**src/rtl/emissions_pkg.sv**
```systemverilog
// Shared types and the per-sample level classifier for the multi-channel emissions monitor.
package emissions_pkg;

    typedef enum logic [1:0] {
        CH_IDLE   = 2'd0,
        CH_NORMAL = 2'd1,
        CH_WARN   = 2'd2,
        CH_CRIT   = 2'd3
    } ch_state_t;

    localparam int CLS_W = 32;

    // Target level for one sample. The de-escalation thresholds (warn_lo, crit_lo)
    // already have the hysteresis subtracted by the caller at elaboration.
    function automatic ch_state_t classify(
        input ch_state_t          cur,
        input logic [CLS_W-1:0]   data,
        input logic [CLS_W-1:0]   warn_th,
        input logic [CLS_W-1:0]   crit_th,
        input logic [CLS_W-1:0]   warn_lo,
        input logic [CLS_W-1:0]   crit_lo
    );
        ch_state_t tgt;
        tgt = CH_NORMAL;
        case (cur)
            CH_WARN: begin
                if (data >= crit_th)      tgt = CH_CRIT;
                else if (data < warn_lo)  tgt = CH_NORMAL;
                else                      tgt = CH_WARN;
            end
            CH_CRIT: begin
                if (data >= crit_lo)      tgt = CH_CRIT;
                else if (data >= warn_th) tgt = CH_WARN;
                else if (data < warn_lo)  tgt = CH_NORMAL;
                else                      tgt = CH_WARN;
            end
            default: begin
                if (data >= crit_th)      tgt = CH_CRIT;
                else if (data >= warn_th) tgt = CH_WARN;
                else                      tgt = CH_NORMAL;
            end
        endcase
        return tgt;
    endfunction

endpackage

```
**src/rtl/emissions_monitor_mc_channel.sv**
```systemverilog
// One channel of the emissions monitor: level FSM, debounce counter and sticky critical flag.
// The sticky flag exists only when EMISSIONS_ALARM_LATCH_EN is defined.
module emissions_channel_fsm
    import emissions_pkg::*;
#(
    parameter int DATA_W  = 8,
    parameter int WARN_TH = 50,
    parameter int CRIT_TH = 100,
    parameter int HYST    = 5,
    parameter int PERSIST = 3
) (
    input  logic              clk,
    input  logic              reset,
    input  logic              accept,
    input  logic [DATA_W-1:0] data,
    input  logic              ack,
    output logic              warning,
    output logic              critical,
    output logic              alarm_latched
);

    localparam int CNT_W = $clog2(PERSIST + 1);
    localparam logic [DATA_W-1:0] WARN_V  = DATA_W'(WARN_TH);
    localparam logic [DATA_W-1:0] CRIT_V  = DATA_W'(CRIT_TH);
    localparam logic [DATA_W-1:0] WARN_LO = DATA_W'(WARN_TH - HYST);
    localparam logic [DATA_W-1:0] CRIT_LO = DATA_W'(CRIT_TH - HYST);
    localparam logic [CNT_W-1:0]  PERSIST_V = CNT_W'(PERSIST);

    ch_state_t        level, level_nxt;
    ch_state_t        pending, pending_nxt;
    ch_state_t        base, target;
    logic [CNT_W-1:0] count, count_nxt, cnt_inc;

    always_ff @(posedge clk or posedge reset) begin
        if (reset) begin
            level    <= CH_IDLE;
            pending  <= CH_NORMAL;
            count    <= '0;
            warning  <= 1'b0;
            critical <= 1'b0;
        end else begin
            level    <= level_nxt;
            pending  <= pending_nxt;
            count    <= count_nxt;
            warning  <= (level_nxt == CH_WARN);
            critical <= (level_nxt == CH_CRIT);
        end
    end

    // An idle channel treats its first non-zero sample as arriving at a NORMAL baseline.
    always_comb begin
        level_nxt   = level;
        pending_nxt = pending;
        count_nxt   = count;
        base        = level;
        target      = level;
        cnt_inc     = '0;
        if (accept && !(level == CH_IDLE && data == '0)) begin
            base      = (level == CH_IDLE) ? CH_NORMAL : level;
            target    = classify(base, CLS_W'(data), CLS_W'(WARN_V), CLS_W'(CRIT_V),
                                 CLS_W'(WARN_LO), CLS_W'(CRIT_LO));
            level_nxt = base;
            cnt_inc   = (count >= PERSIST_V) ? PERSIST_V : count + CNT_W'(1);
            if (target == base) begin
                count_nxt = '0;
            end else if (target == pending) begin
                if (cnt_inc == PERSIST_V) begin
                    level_nxt = target;
                    count_nxt = '0;
                end else begin
                    count_nxt = cnt_inc;
                end
            end else begin
                pending_nxt = target;
                if (PERSIST_V == CNT_W'(1)) begin
                    level_nxt = target;
                    count_nxt = '0;
                end else begin
                    count_nxt = CNT_W'(1);
                end
            end
        end
    end

`ifdef EMISSIONS_ALARM_LATCH_EN
    logic enter_crit;
    assign enter_crit = (level != CH_CRIT) && (level_nxt == CH_CRIT);

    // Entry into CRIT takes priority over a simultaneous acknowledge.
    always_ff @(posedge clk or posedge reset) begin
        if (reset)           alarm_latched <= 1'b0;
        else if (enter_crit) alarm_latched <= 1'b1;
        else if (ack)        alarm_latched <= 1'b0;
    end
`else
    logic unused_ack;
    assign unused_ack    = ack;
    assign alarm_latched = 1'b0;
`endif

endmodule

```
**src/rtl/emissions_monitor_mc.sv**
```systemverilog
// Multi-channel emissions monitor: routes tagged samples to per-channel FSMs and ORs the alarms.
// Optional sticky alarm flags are enabled with EMISSIONS_ALARM_LATCH_EN.
module emissions_monitor_mc
    import emissions_pkg::*;
#(
    parameter int NUM_CH  = 4,
    parameter int DATA_W  = 8,
    parameter int WARN_TH = 50,
    parameter int CRIT_TH = 100,
    parameter int HYST    = 5,
    parameter int PERSIST = 3,
    localparam int CH_W   = (NUM_CH > 1) ? $clog2(NUM_CH) : 1
) (
    input  logic              clk,
    input  logic              reset,
    input  logic              sample_valid,
    input  logic [CH_W-1:0]   sample_ch,
    input  logic [DATA_W-1:0] sample_data,
    input  logic [NUM_CH-1:0] ack,
    output logic [NUM_CH-1:0] warning,
    output logic [NUM_CH-1:0] critical,
    output logic              any_warning,
    output logic              any_critical,
    output logic [NUM_CH-1:0] alarm_latched
);

    logic [NUM_CH-1:0] accept;

    // Out-of-range channel numbers match no decoder and are therefore dropped.
    for (genvar c = 0; c < NUM_CH; c++) begin : g_ch
        assign accept[c] = sample_valid && (sample_ch == CH_W'(c));

        emissions_channel_fsm #(
            .DATA_W  (DATA_W),
            .WARN_TH (WARN_TH),
            .CRIT_TH (CRIT_TH),
            .HYST    (HYST),
            .PERSIST (PERSIST)
        ) u_fsm (
            .clk           (clk),
            .reset         (reset),
            .accept        (accept[c]),
            .data          (sample_data),
            .ack           (ack[c]),
            .warning       (warning[c]),
            .critical      (critical[c]),
            .alarm_latched (alarm_latched[c])
        );
    end

    assign any_warning  = |warning;
    assign any_critical = |critical;

endmodule

```
**config.mk**
```make
export PLATFORM = sky130hd
export DESIGN_NAME = emissions_monitor_mc
export DESIGN_NICKNAME = d
export VERILOG_FILES = /design/src/rtl/emissions_pkg.sv /design/src/rtl/emissions_monitor_mc_channel.sv /design/src/rtl/emissions_monitor_mc.sv
export SDC_FILE = /design/constraint.sdc
export NUM_CORES = 1
export LEC_CHECK = 0
export CAP_MARGIN = 30
export CORE_MARGIN = 1
export CORE_UTILIZATION = 23
export DETAILED_ROUTE_END_ITERATION = 10
export SLEW_MARGIN = 20
export SYNTH_ARGS = -nofsm -noshare
export SYNTH_HDL_FRONTEND = slang
export SYNTH_SLANG_ARGS = --single-unit
```
**constraint.sdc**
```tcl
create_clock -name clk -period 4.3 [get_ports clk]
set_input_delay 0.86 -clock clk [delete_from_list [all_inputs] [get_ports clk]]
set_output_delay 0.86 -clock clk [all_outputs]
set_load 0.005 [all_outputs]
```
Word-level counts from Yosys, hierarchy flattened

Cells that the tools add are included.

Add/sub/neg operators: 4
$lt $le $gt $ge: 8
Equality and inequality tests: 31
Mux-type cells: 50
Bitwise gates (word level): 8
Reductions and logical operators: 28

Operators with widths:

| kind                                                                                | number |
|---|---|
| 2-bit 2-to-1 mux                                                                    | 46 |
| 2-bit equality test, second input constant                                          | 22 |
| 2-bit equality test                                                                 | 8 |
| 8-bit by 7-bit greater-or-equal comparator with 1-bit output, second input constant | 2 |
| 2-bit one-hot mux with 2 select lines                                               | 4 |
| 1-bit logical AND                                                                   | 12 |
| 3-bit AND reduction                                                                 | 4 |
| 2-bit zero test                                                                     | 5 |
| 2-bit by 1-bit adder with 2-bit output, second input constant                       | 4 |
| 2-bit greater-or-equal comparator, second input constant                            | 4 |
| 8-bit by 6-bit greater-or-equal comparator with 1-bit output, second input constant | 1 |
| 8-bit zero test                                                                     | 1 |
| 8-bit by 6-bit < comparator with 1-bit output, second input constant                | 1 |
| 1-bit NOT                                                                           | 8 |
| 4-bit OR reduction                                                                  | 2 |
| 1-bit zero test                                                                     | 4 |
| 2-bit by 1-bit equality test with 1-bit output, second input constant               | 1 |

Register bits after elaboration: 32
Bits of input ports: 17
Output and inout port bits: 14

Longest topological paths before layout

Depth after elaboration: 11
Gate-level depth with buffers: 9
Mapped depth without buffers: 7

Hierarchy

Synthesis repeated with hierarchy kept, for this count alone.

Cells, all modules: 306
Area, all modules: 2648.8 µm²

Modules (own cells, without submodules):

| module                | instances | cells each | area an instance (µm²) | seq. area each (µm²) |
|---|---|---|---|---|
| emissions_channel_fsm | 4         | 75         | 650.6                  | 201.4 |
| emissions_monitor_mc  | 1         | 6          | 46.3                   | 0.0 |

Worst setup path before layout

OpenSTA, ideal clock, no wires.

Path kind: input to register
Start point: input port sample_data[6]
End point: register g_ch[0].u_fsm.critical
Setup time: 0.117 ns
Data arrival time: 3.017 ns
Required time: 4.183 ns
Path slack: 1.167 ns
Stages: 8
Cells stage by stage: buf_4 -> or4_4 -> o21a_1 -> mux2i_1 -> mux2_2 -> o21bai_1 -> a221o_1 -> and2_4

Longest elaborated chain between the ends: 11

Ends and longest elaborated chain:

| what                                                    | RTL line                                                               | text |
|---|---|---|
| start: declaration                                      | emissions_monitor_mc.sv:18                                             | `input logic [DATA_W-1:0] sample_data,` |
| 8-bit by 6-bit < comparator with 1-bit output           | emissions_pkg.sv:28, emissions_pkg.sv:34                               |  |
| 2-bit 2-to-1 mux                                        | emissions_pkg.sv:28, emissions_pkg.sv:34                               |  |
| 2-bit 2-to-1 mux (2 in series)                          | --                                                                     |  |
| 2-bit one-hot mux with 2 select lines                   | emissions_pkg.sv:25                                                    | `case (cur)` |
| 2-bit 2-to-1 mux                                        | emissions_monitor_mc_channel.sv:58                                     | `if (accept && !(level == CH_IDLE && data == '0)) begin` |
| 2-bit equality test or 2-bit 2-to-1 mux (tied branches) | emissions_monitor_mc_channel.sv:66, emissions_monitor_mc_channel.sv:67 |  |
| 2-bit 2-to-1 mux                                        | emissions_monitor_mc_channel.sv:66                                     | `end else if (target == pending) begin` |
| 2-bit 2-to-1 mux                                        | emissions_monitor_mc_channel.sv:64                                     | `if (target == base) begin` |
| 2-bit 2-to-1 mux (*)                                    | emissions_monitor_mc_channel.sv:58                                     |  |
| via g_ch[0].u_fsm.level_nxt[0]                          | emissions_monitor_mc_channel.sv:29                                     | `ch_state_t level, level_nxt;` |
| 2-bit equality test (*)                                 | emissions_monitor_mc_channel.sv:46                                     | `critical <= (level_nxt == CH_CRIT);` |
| end signal: assignment                                  | emissions_monitor_mc_channel.sv:46                                     |  |
| end: declaration                                        | emissions_monitor_mc_channel.sv:18                                     | `output logic critical,` |

Mark *: on every way through the listed nets, which the timed path passes. The rest lies on a longest branch. The select of a mux whose other input is x is not followed.
A chain may end at the register's enable or synchronous reset.

Final worst setup path

Start point: input port sample_data[7]
End point: register g_ch[0].u_fsm.critical

Same word-level chain as after synthesis.

==> impl_results.md <==
* Clock Skew at 0.00551 ns
* Max-capacitance violation count at 0
* Via count at between 2000 and 2500
* Drt first-iter violations at 178
* CTS tree: built
* Die area at slightly above 10000 sq um
* Final Critical Period at 3.62 ns
* Fraction of registers with async set/reset at 1.00
* DRC violations left at 0
* Initial Utilization at 0.240
* DP Wirelength at just over 4 mm
* Skew-Pair Late Insertion Delay at ~0.29 ns
* Root Driver: clkbuf_8
* Fmax at 0.276 GHz
* Global-route met2 utilization at 0.167
* Startpoint types: primary input
* GR peak layer: met1
* H-tree depth reported by CTS at 2
* Share of layout cells above drive strength 1 at 0.101
* Status: complete, no violations
* Final Net Count at around 290
* TNS Setup at 0 ns
* Post-CTS Resized at 0
* All-Layer GR Usage at 0.115
* Hold buffers post-CTS at 0
* Core ar. at roughly 9300 sq um
* DP Cell Count at ~400
* Final Hold Viols at 0
* Maximum VDD drop at between 100 and 150 uV
* Final setup fails at 0
* CP required at roughly 4.5 ns
* Worst Path Arrival at approximately 3.8 ns
* Worst min-delay path class: reg2reg
* Max-slew headroom at 0.602
* Initial antenna violation count at 0
* Least-Margin Pin Slew at approximately 0.6 ns
* Placer Congestion at 0.883
* Drt via density at 5.04
* Met1 GRT Util at 0.170
* Final worst path period share at 0.842
* Post-Synthesis Cells at 260
* Synthesis-to-finish area growth at 17.7%
* Pin count of the biggest net entering global routing at 23
* Dpl cell area at between 2000 and 3000 sq um
* Std-Cell Rows at 35
* CTS Sinks at 32
* Worst-path maximum fanout at 10
* Worst setup path category: in2reg
* CTS Buf Count at 5
* I/O pins at 31
* Synth Flop Type: dfrtp_1
* Clock buffer depth at 2
* Avg Cell Area, Syn at roughly 8.6 sq um
* Met3 Track Usage GR at 0.0291
* Buffers on Ports at 22
* First-pass GRT wire length at roughly 9.3 mm
* Final slew viol count at 0
* Congestion Overflow GR at 0
* Synth Cell Area at between 2000 and 2500 sq um
* DRT Wirelength at between 5 and 6 mm
* Vias in the first global route at 1900
* Diodes inserted at 0
* Post CTS Setup Buffer Count at 0
* Layout Cells excl Fill at just over 400
* RSZ-0062 raised after global routing: false
* Clock transition at path regs at approximately 0.070 ns
* Drt wl/cell at approximately 14 um
* Lkg Pwr at approximately 0.98 nW
* Post-DRT Antenna Nets at 0
* Die X at just over 100 um
* Warnings, synthesis at 0
* Post-synth cell types at 64
* Design Area, Final at 2640 sq um
* PwrDens at around 420 nW/um^2
* Post-synthesis sequential area ratio at 0.360
* Chip height at a little over 100 um
* Post-synthesis register bit count at 32
* First-pass iteration count of the detailed router at 4
* CP endpoint kind: flop
* EDFF count, synth at 0
[Yosys cell counts (all sizes together) (2+ instances only)]
cell	n	share of area
or3	4	0.011
a211o	2	0.0078
or2	3	0.0084
clkbuf	3	0.0050
a2bb2oi	2	0.011
dfstp	4	0.047
or4	3	0.012
nand2b	2	0.0056
nor2b	3	0.0084
nand4	2	0.0056
inv	10	0.017
o41ai	2	0.011
o221ai	2	0.0078
and3	2	0.0056
o32a	3	0.013
dfrtp	28	0.31
o31a	3	0.012
nor4	2	0.0056
o21a	4	0.013
a21o	4	0.013
o22ai	4	0.011
o21ai	21	0.049
buf	18	0.060
a211oi	5	0.017
nand2	28	0.047
o32ai	2	0.0078
a31oi	2	0.0056
xnor2	4	0.016
nor3b	3	0.010
nor2	18	0.030
o31ai	10	0.040
mux2i	3	0.013
nand3	7	0.016
xor2	2	0.0078
a21oi	16	0.036
nor3	10	0.022
[layer usage]
metal	wire length, um	share of wire
met4	49	0.0089
met2	2290	0.42
met5	0	0
met1	2810	0.51
met3	342	0.062
[cell usage in the layout (no fill, tap or decap), types with 3 or more instances in the layout]
cell / count
nor3_1: 10
dfrtp_1: 28
nor2_1: 18
dfstp_2: 4
nand3_1: 7
a21oi_1: 16
o21a_1: 4
nor3b_1: 3
a21o_1: 4
o31a_1: 3
conb_1: 4
clkbuf_8: 5
or3_1: 4
nand2_1: 28
o22ai_1: 4
buf_4: 4
o32a_1: 3
a211oi_1: 5
mux2i_1: 3
o21ai_0: 19
inv_1: 10
clkdlybuf4s50_1: 22
or2_2: 3
xnor2_1: 4
nor2b_1: 3
o31ai_1: 9
[power by group]
group	total (mW)	switching [mW]	internal [mW]
logic	0.359	0.190	0.168
registers	0.455	0.0777	0.377
clock network	0.295	0.123	0.172
total	1.11	0.391	0.718
[critical path, stage by stage]
cell and delay [ns]:
clkdlybuf4s50_1 0.56, or4_4 0.60, or3_1 0.58, o31ai_1 0.56, a21oi_1 0.10, a221o_1 0.38, and2_4 0.15
[metrics by stage]
stage | total power [mW] | hold slack (ns) | worst slack, ns | utilization
5_1_grt | 1.18 | 0.522 | 0.521 | 0.282
2_1_floorplan | 0.713 | 0.463 | 1.17 | -
3_3_place_gp | 0.808 | 0.483 | 0.437 | 0.270
4_1_cts | 1.11 | 0.498 | 0.716 | 0.281
6_report | 1.11 | 0.493 | 0.678 | 0.282
3_5_place_dp | 0.817 | 0.487 | 0.418 | 0.270
[layout make-up]
class | count | area (sq um)
Clock buffer | 6 | 72.6
Clock inverter | 2 | 35.0
Fill cell | 997 | 6690
Inverter | 10 | 37.5
Multi-Input combinational cell | 200 | 1260
Sequential cell | 32 | 806
Tap cell | 129 | 161
Timing Repair Buffer | 27 | 262
[worst paths after layout]
path	from	cells past startpoint	slack (ns)	endpoint
setup / recovery	sample_data[7]	7	0.68	g_ch[0].u_fsm.critical
hold / removal	g_ch[2].u_fsm.pending[0]	2	0.49	g_ch[2].u_fsm.pending[0]
setup reg to reg	g_ch[3].u_fsm.level[1]	7	1.73	g_ch[3].u_fsm.critical
hold reg to reg	g_ch[2].u_fsm.pending[0]	2	0.49	g_ch[2].u_fsm.pending[0]
max in group asynchronous	reset	4	2.71	g_ch[3].u_fsm.pending[0]
min in group asynchronous	reset	2	0.85	g_ch[0].u_fsm.count[1]
[cell families (layout without fill, tap and decap cells)]
group	Yosys count	count (layout)	synth area share
multiplexers	4	4	0.0184
other	1	4	0.00168
AO/OA/AOI/OAI	94	94	0.307
XOR/XNOR	6	6	0.0235
buffers and inverters	31	45	0.0816
flip-flops	32	32	0.360
AND/OR/NAND/NOR	92	92	0.208
[state kept, by name, summed over array words and instances (netlist names)]
signal,count
g_ch.u_fsm.pending,8
g_ch.u_fsm.count,8
g_ch.u_fsm.warning,4
g_ch.u_fsm.level,8
g_ch.u_fsm.critical,4
Note: power is estimated with default switching activity, not from simulation.
==> variant 1 (config.mk and constraints unchanged) <==
`WARN_TH` is set to 50 in 2 places; all go to 25.
--- a/src/rtl/emissions_monitor_mc_channel.sv
+++ b/src/rtl/emissions_monitor_mc_channel.sv
@@ -4,7 +4,7 @@
     import emissions_pkg::*;
 #(
     parameter int DATA_W  = 8,
-    parameter int WARN_TH = 50,
+    parameter int WARN_TH = 25,
     parameter int CRIT_TH = 100,
     parameter int HYST    = 5,
     parameter int PERSIST = 3
--- a/src/rtl/emissions_monitor_mc.sv
+++ b/src/rtl/emissions_monitor_mc.sv
@@ -5,7 +5,7 @@
 #(
     parameter int NUM_CH  = 4,
     parameter int DATA_W  = 8,
-    parameter int WARN_TH = 50,
+    parameter int WARN_TH = 25,
     parameter int CRIT_TH = 100,
     parameter int HYST    = 5,
     parameter int PERSIST = 3,
Behaviour: not the same (Yosys sat finds a counterexample within 4 cycles, from zero or initial values and one cycle with reset high).
==> variant 1 against the original RTL <==
  * Wire length grew 0.64%
  * Utilization shrank 0.82 points
  * Die area grew 2.4%
  * Sequential share of layout area shrank 0.39 points
  * Design area grew 1.3%
  * Total power grew 3.7%
  * Worst setup slack gained 0.19 ns
  * Via count shrank 3.5%
  * Clock power is essentially flat
  * Register-to-register slack gained 0.32 ns
  * Cell count shrank 2.2%
  * First-iteration DRC count shrank 37%
  * Area after synthesis grew 2.5%
  * Sequential cell count is the same
  * Critical path type unchanged
  * Largest power group unchanged
==> variant 1: results (changes against the original RTL) <==
Timing
  – Least-Margin Pin Slew: 0.6462 ns (+0.05389 ns)
  – Clock Skew: 0.007545 ns (+0.002031 ns)

Yosys
  – Synth top cells by count: dfrtp_1, nand2_1, nor2_1
  – Area contributors post-synth: dfrtp_1, buf_4, dfstp_2, nand2_1, nor2_1
  – Register area share after synthesis: 35.13% (-0.86 points)
  – Multiplexer area fraction after synthesis: 4.255% (+2.4 points)

Power
  – Worst-case vdd ir drop: 0.1396 mV (-5.8%)
  – Switching Share: 35.51% (+0.23 points)
  – Pleak: 0.9615 nW (-1.9%)

Finish
  – Layout Nets: 280 (-4.4%)
  – # fillers: 1068 (+7.1%)
  – Final core occ: 27.43% (-0.82 points)

Placement
  – RePlAce Congestion: 0.8427 (-4.6%)
  – Post-placement cell count: 389 (-2.0%)
  – Hpwl dp: 4.121 mm (-0.50%)
  – Pre-CTS WS: 0.5670 ns (+0.1492 ns)

GRT
  – Tot GR Track Use: 11.57% (+0.033 points)
  – Pin count of the biggest net entering global routing: 33 (+43%)
  – First-pass GRT wire length: 9.315 mm (+0.38%)
  – Vias in the first global route: 1895 (-0.26%)

Setup path
  – Reg2reg path depth: 6 (-1)
  – WP data arrival: 3.61 ns (-0.19 ns)
  – Reg2reg setup slack: 2.05 ns (+0.32 ns)
  – Slowest-stage cell, CP: clkdlybuf4s50_1
  – Worst Setup EP: g_ch[0].u_fsm.warning$_DFF_PP0_
  – Crit path largest cell delay: 0.63 ns (+0.03 ns)
  – Crit. Startpoint: sample_data[2]
  – Critical R2R Capture: g_ch[1].u_fsm.level[1]$_DFF_PP0_

Status
  – Status: completed

Detailed routing
  – Met3 WL post-DR: 248 um (-27%)
  – Initial drt markers: 112 (-37%)
  – Vias per Instance: 4.972 (-1.3%)
  – Wl on met1: 2.571 mm (-8.4%)
  – Via count: 1974 (-3.5%)
  – WL per Instance: 13.92 um (+2.9%)

Worst hold path
  – Hold_sp: g_ch[2].u_fsm.pending[1]$_DFFE_PP0P_
  – Worst Hold End: g_ch[2].u_fsm.pending[1]$_DFFE_PP0P_
  – WHS Path Cells: 1 (-1)
==> variant 1: cell types whose count changed after synthesis, moves of 4 or more <==
cell	before	now
nand2_1	28	23
o31ai_1	9	3
nor3_1	10	6
nor2_1	18	22
nand4_1	2	7
a211oi_1	5	0
o21ai_0	19	7
a21oi_1	16	9
and2_1	0	4
o211ai_1	1	10
==> variant 1: kinds of logic after synthesis <==
group,after synthesis
AOI/OAI and AO/OA,76
xor gates and xnor gates,7
buffers and inverters,35
DFF,32
muxes,9
other,1
and+or+nand+nor,92
==> variant 1: power groups by stage <==
| stage | registers, W | logic, W | clock network, W |
|---|---|---|---|
| 2_1_floorplan | 0.000455 | 0.000307 | 0 |
| 3_3_place_gp | 0.000499 | 0.000346 | 0 |
| 3_5_place_dp | 0.000503 | 0.000356 | 0 |
| 4_1_cts | 0.000497 | 0.000358 | 0.000302 |
| 5_1_grt | 0.000516 | 0.000402 | 0.000314 |
| 6_report | 0.000499 | 0.000358 | 0.000294 |
==> variant 1: worst max-delay path, delay by kind of cell <==
kind                   cells  cell delay (ns)
XOR/XNOR                   1             0.31
buffers and inverters      2             0.71
AND/OR/NAND/NOR            3             0.66
AO/OA/AOI/OAI              3             1.06
==> variant 1: layer usage <==
metal	global-route usage (%)	up-vias
met5	0	-
li1	-	959
met1	14.70	954
met2	19.18	53
met3	2.668	8
met4	4.286	0
==> variant 1: layout make-up <==
type / count / share of cell area (%)
Timing Repair Buffer: 26 / 9.376
Inverter: 10 / 1.406
Sequential cell: 32 / 30.19
Clock buffer: 5 / 2.579
Clock inverter: 3 / 1.594
Tap cell: 133 / 6.235
Multi-Input combinational cell: 188 / 48.62
==> variant 2 (same settings) <==
Made on the original files. Re-encode `ch_state_t` (4 states) as one-hot, 4 bits wide.
--- a/src/rtl/emissions_pkg.sv
+++ b/src/rtl/emissions_pkg.sv
@@ -1,11 +1,11 @@
 // Shared types and the per-sample level classifier for the multi-channel emissions monitor.
 package emissions_pkg;
 
-    typedef enum logic [1:0] {
-        CH_IDLE   = 2'd0,
-        CH_NORMAL = 2'd1,
-        CH_WARN   = 2'd2,
-        CH_CRIT   = 2'd3
+    typedef enum logic [3:0] {
+        CH_IDLE   = 4'b0001,
+        CH_NORMAL = 4'b0010,
+        CH_WARN   = 4'b0100,
+        CH_CRIT   = 4'b1000
     } ch_state_t;
 
     localparam int CLS_W = 32;
Formal check against the unedited RTL: same outputs for any inputs over 4 cycles, from zero or initial values and one cycle with reset high; so few cycles prove little.
==> variant 2 against the original RTL <==
  * Maximum frequency fell by 2.6%
  * Die area rose by 41%
  * Via count rose by 42%
  * Wire length rose by 46%
  * Design area rose by 43%
  * Total power rose by 55%
  * Sequential cell count rose by 12
  * Area after synthesis rose by 42%
  * Critical path depth rose by 2
  * Worst setup slack got worse by 0.098 ns
  * Global-route usage rose by 0.70 points
==> variant 2: results (changes against the original RTL) <==
Placement
  – RePlAce Congestion: 0.9002 (+1.9%)
  – Post-placement cell count: 559 (+41%)
  – Pre-CTS WS: 0.2978 ns (-0.1200 ns)
  – Hpwl dp: 6.048 mm (+46%)
  – Placement Cell Area: 3580 um^2 (+42%)

Power
  – Worst-case vdd ir drop: 0.1588 mV (+7.2%)
  – Pleak: 1.466 nW (+50%)

Detailed routing
  – Vias per Instance: 5.139 (+2.0%)
  – Initial drt markers: 285 (+60%)
  – DRT Wirelength: 8.026 mm (+46%)

GRT
  – Met3 usage in global routing: 1.868% (-1.0 points)
  – Pin count of the biggest net entering global routing: 45 (+96%)
  – GR Layer Usage met1: 17.14% (+0.12 points)
  – GRT met2 Usage: 19.36% (+2.7 points)
  – Tot GR Track Use: 12.23% (+0.70 points)
  – Vias in the first global route: 2828 (+49%)
  – First-pass GRT wire length: 13.95 mm (+50%)

Setup path
  – CP max FO: 16 (+6)
  – Critical R2R Capture: g_ch[3].u_fsm.pending[2]$_DFFE_PP0P_
  – Worst Setup EP: g_ch[3].u_fsm.warning$_DFF_PP0_
  – Reg2reg setup slack: 1.40 ns (-0.33 ns)
  – Reg2reg start: g_ch[3].u_fsm.level[2]$_DFF_PP0_

Yosys
  – Synth Area in Compound Gates: 26.22% (-4.5 points)
  – Syn Area/Cell: 8.599 um^2 (-0.12%)
  – Multiplexer area fraction after synthesis: 5.757% (+3.9 points)
  – Register area share after synthesis: 35.02% (-0.98 points)
  – Synth top cells by count: dfrtp_1, nand2_1, nor2_1

Worst hold path
  – Worst Hold End: g_ch[3].u_fsm.pending[1]$_DFFE_PP1P_

Status
  – Status: completed

Timing
  – Fin Hold WS: 0.4955 ns (+0.002376 ns)

Finish
  – Share of cells above drive strength 1: 14.07% (+4.0 points)
  – Non-filler cells, final: 567 (+40%)
variant 2: area by class of cell:
class                      instances  area [um^2]
fill                            1400         9590
multi-input combinational        286         1863
sequential                        44         1111
timing repair buffer              35        317.8
tap                              176        220.2
clock buffer                       6        138.9
inverter                          18        67.56
clock inverter                     2        38.79
variant 2: worst max-delay path, stage by stage:
cell             delay, ns
clkdlybuf4s50_1       0.68
a211oi_4              0.16
a21oi_2               0.61
o32ai_1               0.20
nor2_1                0.25
xnor2_1               0.19
nor4_2                0.49
mux2i_1               0.31
nor2_1                0.12
variant 2: power breakdown:
group | switching, W | leakage, nW | internal (W)
clock | 0.000169 | 0.0871 | 0.000291
combinational | 0.000354 | 0.848 | 0.000285
sequential | 0.000101 | 0.531 | 0.000519
variant 2: layer usage:
metal	share of wire, %	wire [um]	vias to the layer above
li1	-	-	1401
met1	47	3778	1402
met2	46	3657	102
met3	6.0	484	9
met4	1.3	106	0
met5	0	0	-
